`config.mk`:
```
export PLATFORM = sky130hd
export DESIGN_NAME = ring_digit_sel
export DESIGN_NICKNAME = d
export VERILOG_FILES = /design/src/rtl/ring_digit_sel.sv
export SDC_FILE = /design/constraint.sdc
export NUM_CORES = 1
export LEC_CHECK = 0
export CORE_AREA = 2 2 39 41
export CTS_CLUSTER_SIZE = 40
export DETAILED_ROUTE_END_ITERATION = 8
export DIE_AREA = 0 0 41 43
export GPL_TIMING_DRIVEN = 0
export PLACE_DENSITY = 0.68
export SKIP_LAST_GASP = 1
export SYNTH_ARGS = -nofsm -noshare
export SYNTH_HDL_FRONTEND = slang
export SYNTH_SLANG_ARGS = --single-unit
```
`constraint.sdc`:
```
create_clock -name clk -period 2.85 [get_ports clk]
set_input_delay 0.57 -clock clk [delete_from_list [all_inputs] [get_ports clk]]
set_output_delay 0.57 -clock clk [all_outputs]
set_load 0.02 [all_outputs]
```
`src/rtl/ring_digit_sel.sv`:
```
// ring_digit_sel: rotating ring position counter driving one active-low
// digit enable, with continuous and single-lap modes and a lap pulse.
module ring_digit_sel #(
    parameter int NUM_DIGITS = 4,
    parameter int AN_W       = 8,
    localparam int STEPS     = 2 * NUM_DIGITS,
    localparam int PW        = $clog2(STEPS)
) (
    input  logic            clk,
    input  logic            rst_n,
    input  logic            tic,
    input  logic            En,
    input  logic            Cw,
    input  logic            mode,
    input  logic            start,
    input  logic            clr,
    output logic [AN_W-1:0] An,
    output logic            side,
    output logic [PW-1:0]   pos,
    output logic            lap,
    output logic            busy
);

    typedef enum logic {
        STOP = 1'b0,
        RUN  = 1'b1
    } state_t;

    localparam logic [PW-1:0] LAST = PW'(STEPS - 1);
    localparam logic [PW-1:0] HALF = PW'(NUM_DIGITS);

    state_t          state, state_nx;
    logic [PW-1:0]   pos_nx;
    logic [PW-1:0]   d;
    logic            adv;
    logic            wrap;

    assign busy = En & (~mode | (state == RUN));
    assign adv  = tic & busy;
    assign wrap = adv & (Cw ? (pos == LAST) : (pos == '0));

    // Next position: explicit wrap compare in both directions, clr wins.
    always_comb begin
        pos_nx = pos;
        if (clr) begin
            pos_nx = '0;
        end else if (adv) begin
            if (Cw) pos_nx = (pos == LAST) ? '0 : pos + 1'b1;
            else    pos_nx = (pos == '0) ? LAST : pos - 1'b1;
        end
    end

    // Lap gating: a launch arms one rotation, a wrap ends it.
    always_comb begin
        state_nx = state;
        if (clr || !mode) begin
            state_nx = STOP;
        end else begin
            unique case (state)
                STOP: if (start) state_nx = RUN;
                RUN:  if (wrap)  state_nx = STOP;
                default: state_nx = STOP;
            endcase
        end
    end

    // Position, lap pulse and lap state registers.
    always_ff @(posedge clk or negedge rst_n) begin
        if (!rst_n) begin
            pos   <= '0;
            lap   <= 1'b0;
            state <= STOP;
        end else begin
            pos   <= pos_nx;
            lap   <= wrap & ~clr;
            state <= state_nx;
        end
    end

    // Second half of the ring walks the digits back down.
    always_comb begin
        d  = (pos < HALF) ? pos : LAST - pos;
        An = '1;
        for (int i = 0; i < NUM_DIGITS; i++) begin
            An[i] = (PW'(i) != d);
        end
    end

    assign side = (pos >= HALF);

endmodule

```
==> results of run 1 <==
-- kinds of logic (layout without fill, tap and decap cells) --
family	Yosys count	in the layout	share of synthesized area (%)
flops	5	5	27.93
other cells	1	4	0.8372
buf+inv	7	28	10.89
compound gates	12	12	19.00
simple gates	16	16	21.51
fa+ha+maj	5	5	13.97
xor+xnor	3	3	5.867
-- stage by stage --
stage | instance area [um^2] | total power, uW
floorplan | 459.2 | 136.1
global placement | 649.4 | 175.7
detailed placement | 649.4 | 176.6
CTS | 675.6 | 259.2
global route | 675.6 | 274.4
finish | 675.6 | 254.8
-- layer usage --
layer | up-vias | global-route usage, % | part of all wire [%]
met5 | - | 0 | 0
met4 | 0 | 2.000 | 0
met3 | 0 | 6.283 | 9.0
met2 | 21 | 17.19 | 49
met1 | 184 | 13.86 | 42
li1 | 208 | - | -
-- how the worst min path moves through the flow --
stage	end	slack, ps	cells past startpoint
floorplan	lap$_DFF_PN0_	270	0
global placement	pos[0]$_DFFE_PN0P_	590	2
detailed placement	pos[0]$_DFFE_PN0P_	600	2
CTS	state$_DFF_PN0_	560	1
global route	pos[1]$_DFFE_PN0P_	570	1
finish	pos[1]$_DFFE_PN0P_	560	1
-- critical path: cells and delay by family --
family,cells,cell delay [ps]
and+or+nand+nor,2,440
buffers and inverters,2,1010
-- sequential cells by signal, summed over array words and instances (netlist names) --
| name | flops |
|---|---|
| pos | 3 |
| state | 1 |
| lap | 1 |
-- power breakdown --
group	leakage (uW)	switching, uW	total [uW]	internal, uW
Combinational	0.000216	48.4	97.1	48.7
Sequential	0.0000681	3.79	78.2	74.5
Clock	0.0000150	26.6	79.4	52.8
-- area by class of cell --
cell class / count / area (um^2)
Buffer: 5 / 41.29
Clock buffer: 4 / 26.28
Fill cell: 150 / 708.2
Inverter: 2 / 7.507
Multi-Input combinational cell: 40 / 285.3
Sequential cell: 5 / 125.1
Tap cell: 16 / 20.02
Timing Repair Buffer: 17 / 170.2
-- cell usage in the layout, fill, tap and decap left out, drive strengths merged --
cell           synthesis  routed
clkdlybuf4s50          0      17
ha                     5       5
dfrtp                  5       5
buf                    5       5
nand2                  4       4
a21oi                  4       4
conb                   1       4
clkbuf                 0       4
inv                    2       2
and2                   2       2
xnor2                  2       2
nand2b                 2       2
o21ai                  2       2
nand3                  2       2
nor2                   2       2
a211oi                 2       2
xor2                   1       1
or2b                   1       1
nor2b                  1       1
a22oi                  1       1
nor4                   1       1
a21o                   1       1
nor3b                  1       1
o21a                   1       1
o31ai                  1       1
==> flow_summary.rst, run 1 <==
.. list-table::
   :header-rows: 1

   * - Metric
     - Value
   * - Worst supply voltage drop on vdd
     - 328.0 uV
   * - Global-route wire length before repair
     - ~1400 um
   * - Post-synthesis average cell area
     - 9.141 um^2
   * - Depth of the CTS H-tree
     - 1
   * - Layout cell share with drive strength beyond 1
     - roughly 18%
   * - RSZ-0062 raised after global routing
     - false
   * - Number of flops mapped to enable cells by yosys
     - 0
   * - Number of DRC violations after detailed-routing iteration 0
     - 4
   * - Cells taking the most area after synthesis
     - sky130_fd_sc_hd__dfrtp_1, sky130_fd_sc_hd__ha_1, sky130_fd_sc_hd__buf_4, sky130_fd_sc_hd__a21oi_1, sky130_fd_sc_hd__xnor2_1
   * - Max Cap Violations
     - 0
   * - Crit-path max FO
     - 4
   * - Final Hold Fails
     - 0
   * - Number of non-filler instances in the completed layout
     - 89
   * - Timing endpoint of the critical path
     - busy
   * - Worst slack at placement
     - roughly 250 ps
   * - Worst Reg2Reg Path Length in Cells
     - 4
   * - DIE AREA
     - ~0.0018 mm^2
   * - Post-CTS setup buffers
     - 0
   * - Worst EP required
     - between 2000 and 2500 ps
   * - Initial antenna violation count
     - 0
   * - Overall die height
     - approximately 43 um
   * - Setup clock skew after layout
     - roughly 1.7 ps
   * - Sequential-to-total area share from yosys stat
     - between 20 and 30%
   * - Synthesis Warnings
     - 0
   * - Routed wire length per instance
     - 9.472 um
   * - Router iterations before antenna repair
     - 4
   * - Synth Register Bits
     - 5
   * - Aggregate global-route resource usage
     - ~11%
   * - Path category of the worst min-delay check
     - in -> async
   * - Detail-routed via count per cell
     - about 4.6
   * - Ys async rst share
     - between 90% and 100%
   * - Routed vias
     - 413
   * - Insertion delay to the later sink of the worst-skew pair
     - 240 ps
   * - Highest achievable clock rate
     - 0.3854 GHz
   * - Classification of the worst setup path
     - in -> out
   * - Fraction of post-synthesis cell area in the top cell type by area
     - 27.93%
   * - X dimension of the die
     - 41 um
   * - Top cell types by occurrence after synthesis
     - sky130_fd_sc_hd__dfrtp_1, sky130_fd_sc_hd__ha_1, sky130_fd_sc_hd__a21oi_1, sky130_fd_sc_hd__buf_4, sky130_fd_sc_hd__nand2_1
   * - DRC violations left
     - 0
   * - CTS tree
     - built
   * - CTS Buffer Depth
     - 2
   * - Num CTS Buffers
     - 3
   * - Clock period minus worst slack
     - ~2600 ps
   * - Final worst-path cycle share
     - between 90% and 100%
   * - Core Rows
     - 14
   * - Hold Buf Count CTS
     - 0
   * - Post-layout worst setup margin
     - between 200 and 300 ps
   * - Power per cell area
     - 377.1 mW/mm^2
   * - Count of buffers inserted at the top-level ports
     - 17
   * - Number of instances in the synthesized netlist
     - slightly below 50
   * - Final WL
     - 843 um
   * - Remaining Overflow, GRT
     - 0
   * - Effective utilization at floorplan
     - between 30% and 40%
   * - Register-to-register setup slack
     - between 1000 and 1500 ps
   * - Setup crit end kind
     - output pin
   * - Count of nets left with antenna violations after detail routing
     - 0
   * - Main flop type after synthesis
     - sky130_fd_sc_hd__dfrtp_1
   * - Io pins
     - 22
   * - Fin util
     - around 50%
   * - Final setup violation count
     - 0
   * - Endpoint of the worst register-to-register path
     - pos[2]$_DFFE_PN0P_
   * - Leakage Power
     - around 0.0003 uW
   * - Crit path largest cell delay
     - about 530 ps
   * - Most frequent cell on the critical path
     - sky130_fd_sc_hd__clkdlybuf4s50_1
   * - Clock-pin slew of the registers on the worst-case setup and hold paths
     - roughly 40 ps
   * - Startpoint of the lowest-slack register-to-register path
     - pos[1]$_DFFE_PN0P_
   * - Netlist area before placement
     - 447.9 um^2
   * - Global placement routability congestion
     - ~0.71
   * - Maximum number of pins on one net before global-route repair
     - 8
   * - CTS Sinks
     - 5
   * - Worst endpoint data arrival time
     - between 2000 and 2500 ps
   * - DP HPWL
     - 699.9 um
   * - Clock root buffer
     - sky130_fd_sc_hd__clkbuf_4
   * - Placeable core region
     - about 0.0014 mm^2
   * - Placed cells
     - 85
   * - Number of global-route vias before repair
     - approximately 350
   * - Nature of the critical path startpoint
     - primary input
   * - Cell-by-cell listing of the critical path
     - clkdlybuf4s50_1 -> or2b_1 -> and2_1 -> clkdlybuf4s50_1
   * - Beginning of the critical path
     - mode
   * - Final max-slew violation count
     - 0
   * - NumNets Final
     - 87
   * - Post-cts sizing count
     - 0
   * - Sum of negative setup slack
     - 0 ps
   * - Final hold slack
     - between 500 and 600 ps
   * - Count of cell types in the netlist
     - 26
   * - Status
     - completed
   * - Antenna diode instance count
     - 0
   * - Layout area overhead
     - 50.84%
   * - Library cell occupying the most area in the post-synthesis netlist
     - sky130_fd_sc_hd__dfrtp_1
   * - Slowest cell on crit path
     - sky130_fd_sc_hd__clkdlybuf4s50_1
Note: power is estimated with default switching activity, not from simulation.
==> run 2, diff against run 1 <==
--- a/config.mk
+++ b/config.mk
@@ -5,6 +5,7 @@
 export SDC_FILE = /design/constraint.sdc
 export NUM_CORES = 1
 export LEC_CHECK = 0
+export CAP_MARGIN = 10
 export CORE_AREA = 2 2 39 41
 export CTS_CLUSTER_SIZE = 40
 export DETAILED_ROUTE_END_ITERATION = 8
==> results of run 2 <==
Same layout as run 1: the final DEF is identical, and so are final timing and power.
==> run 3, diff against run 2 <==
--- a/config.mk
+++ b/config.mk
@@ -13,6 +13,7 @@
 export GPL_TIMING_DRIVEN = 0
 export PLACE_DENSITY = 0.68
 export SKIP_LAST_GASP = 1
+export SLEW_MARGIN = 20
 export SYNTH_ARGS = -nofsm -noshare
 export SYNTH_HDL_FRONTEND = slang
 export SYNTH_SLANG_ARGS = --single-unit
==> results of run 3 <==
Same layout as run 1: the final DEF is identical, and so are final timing and power.
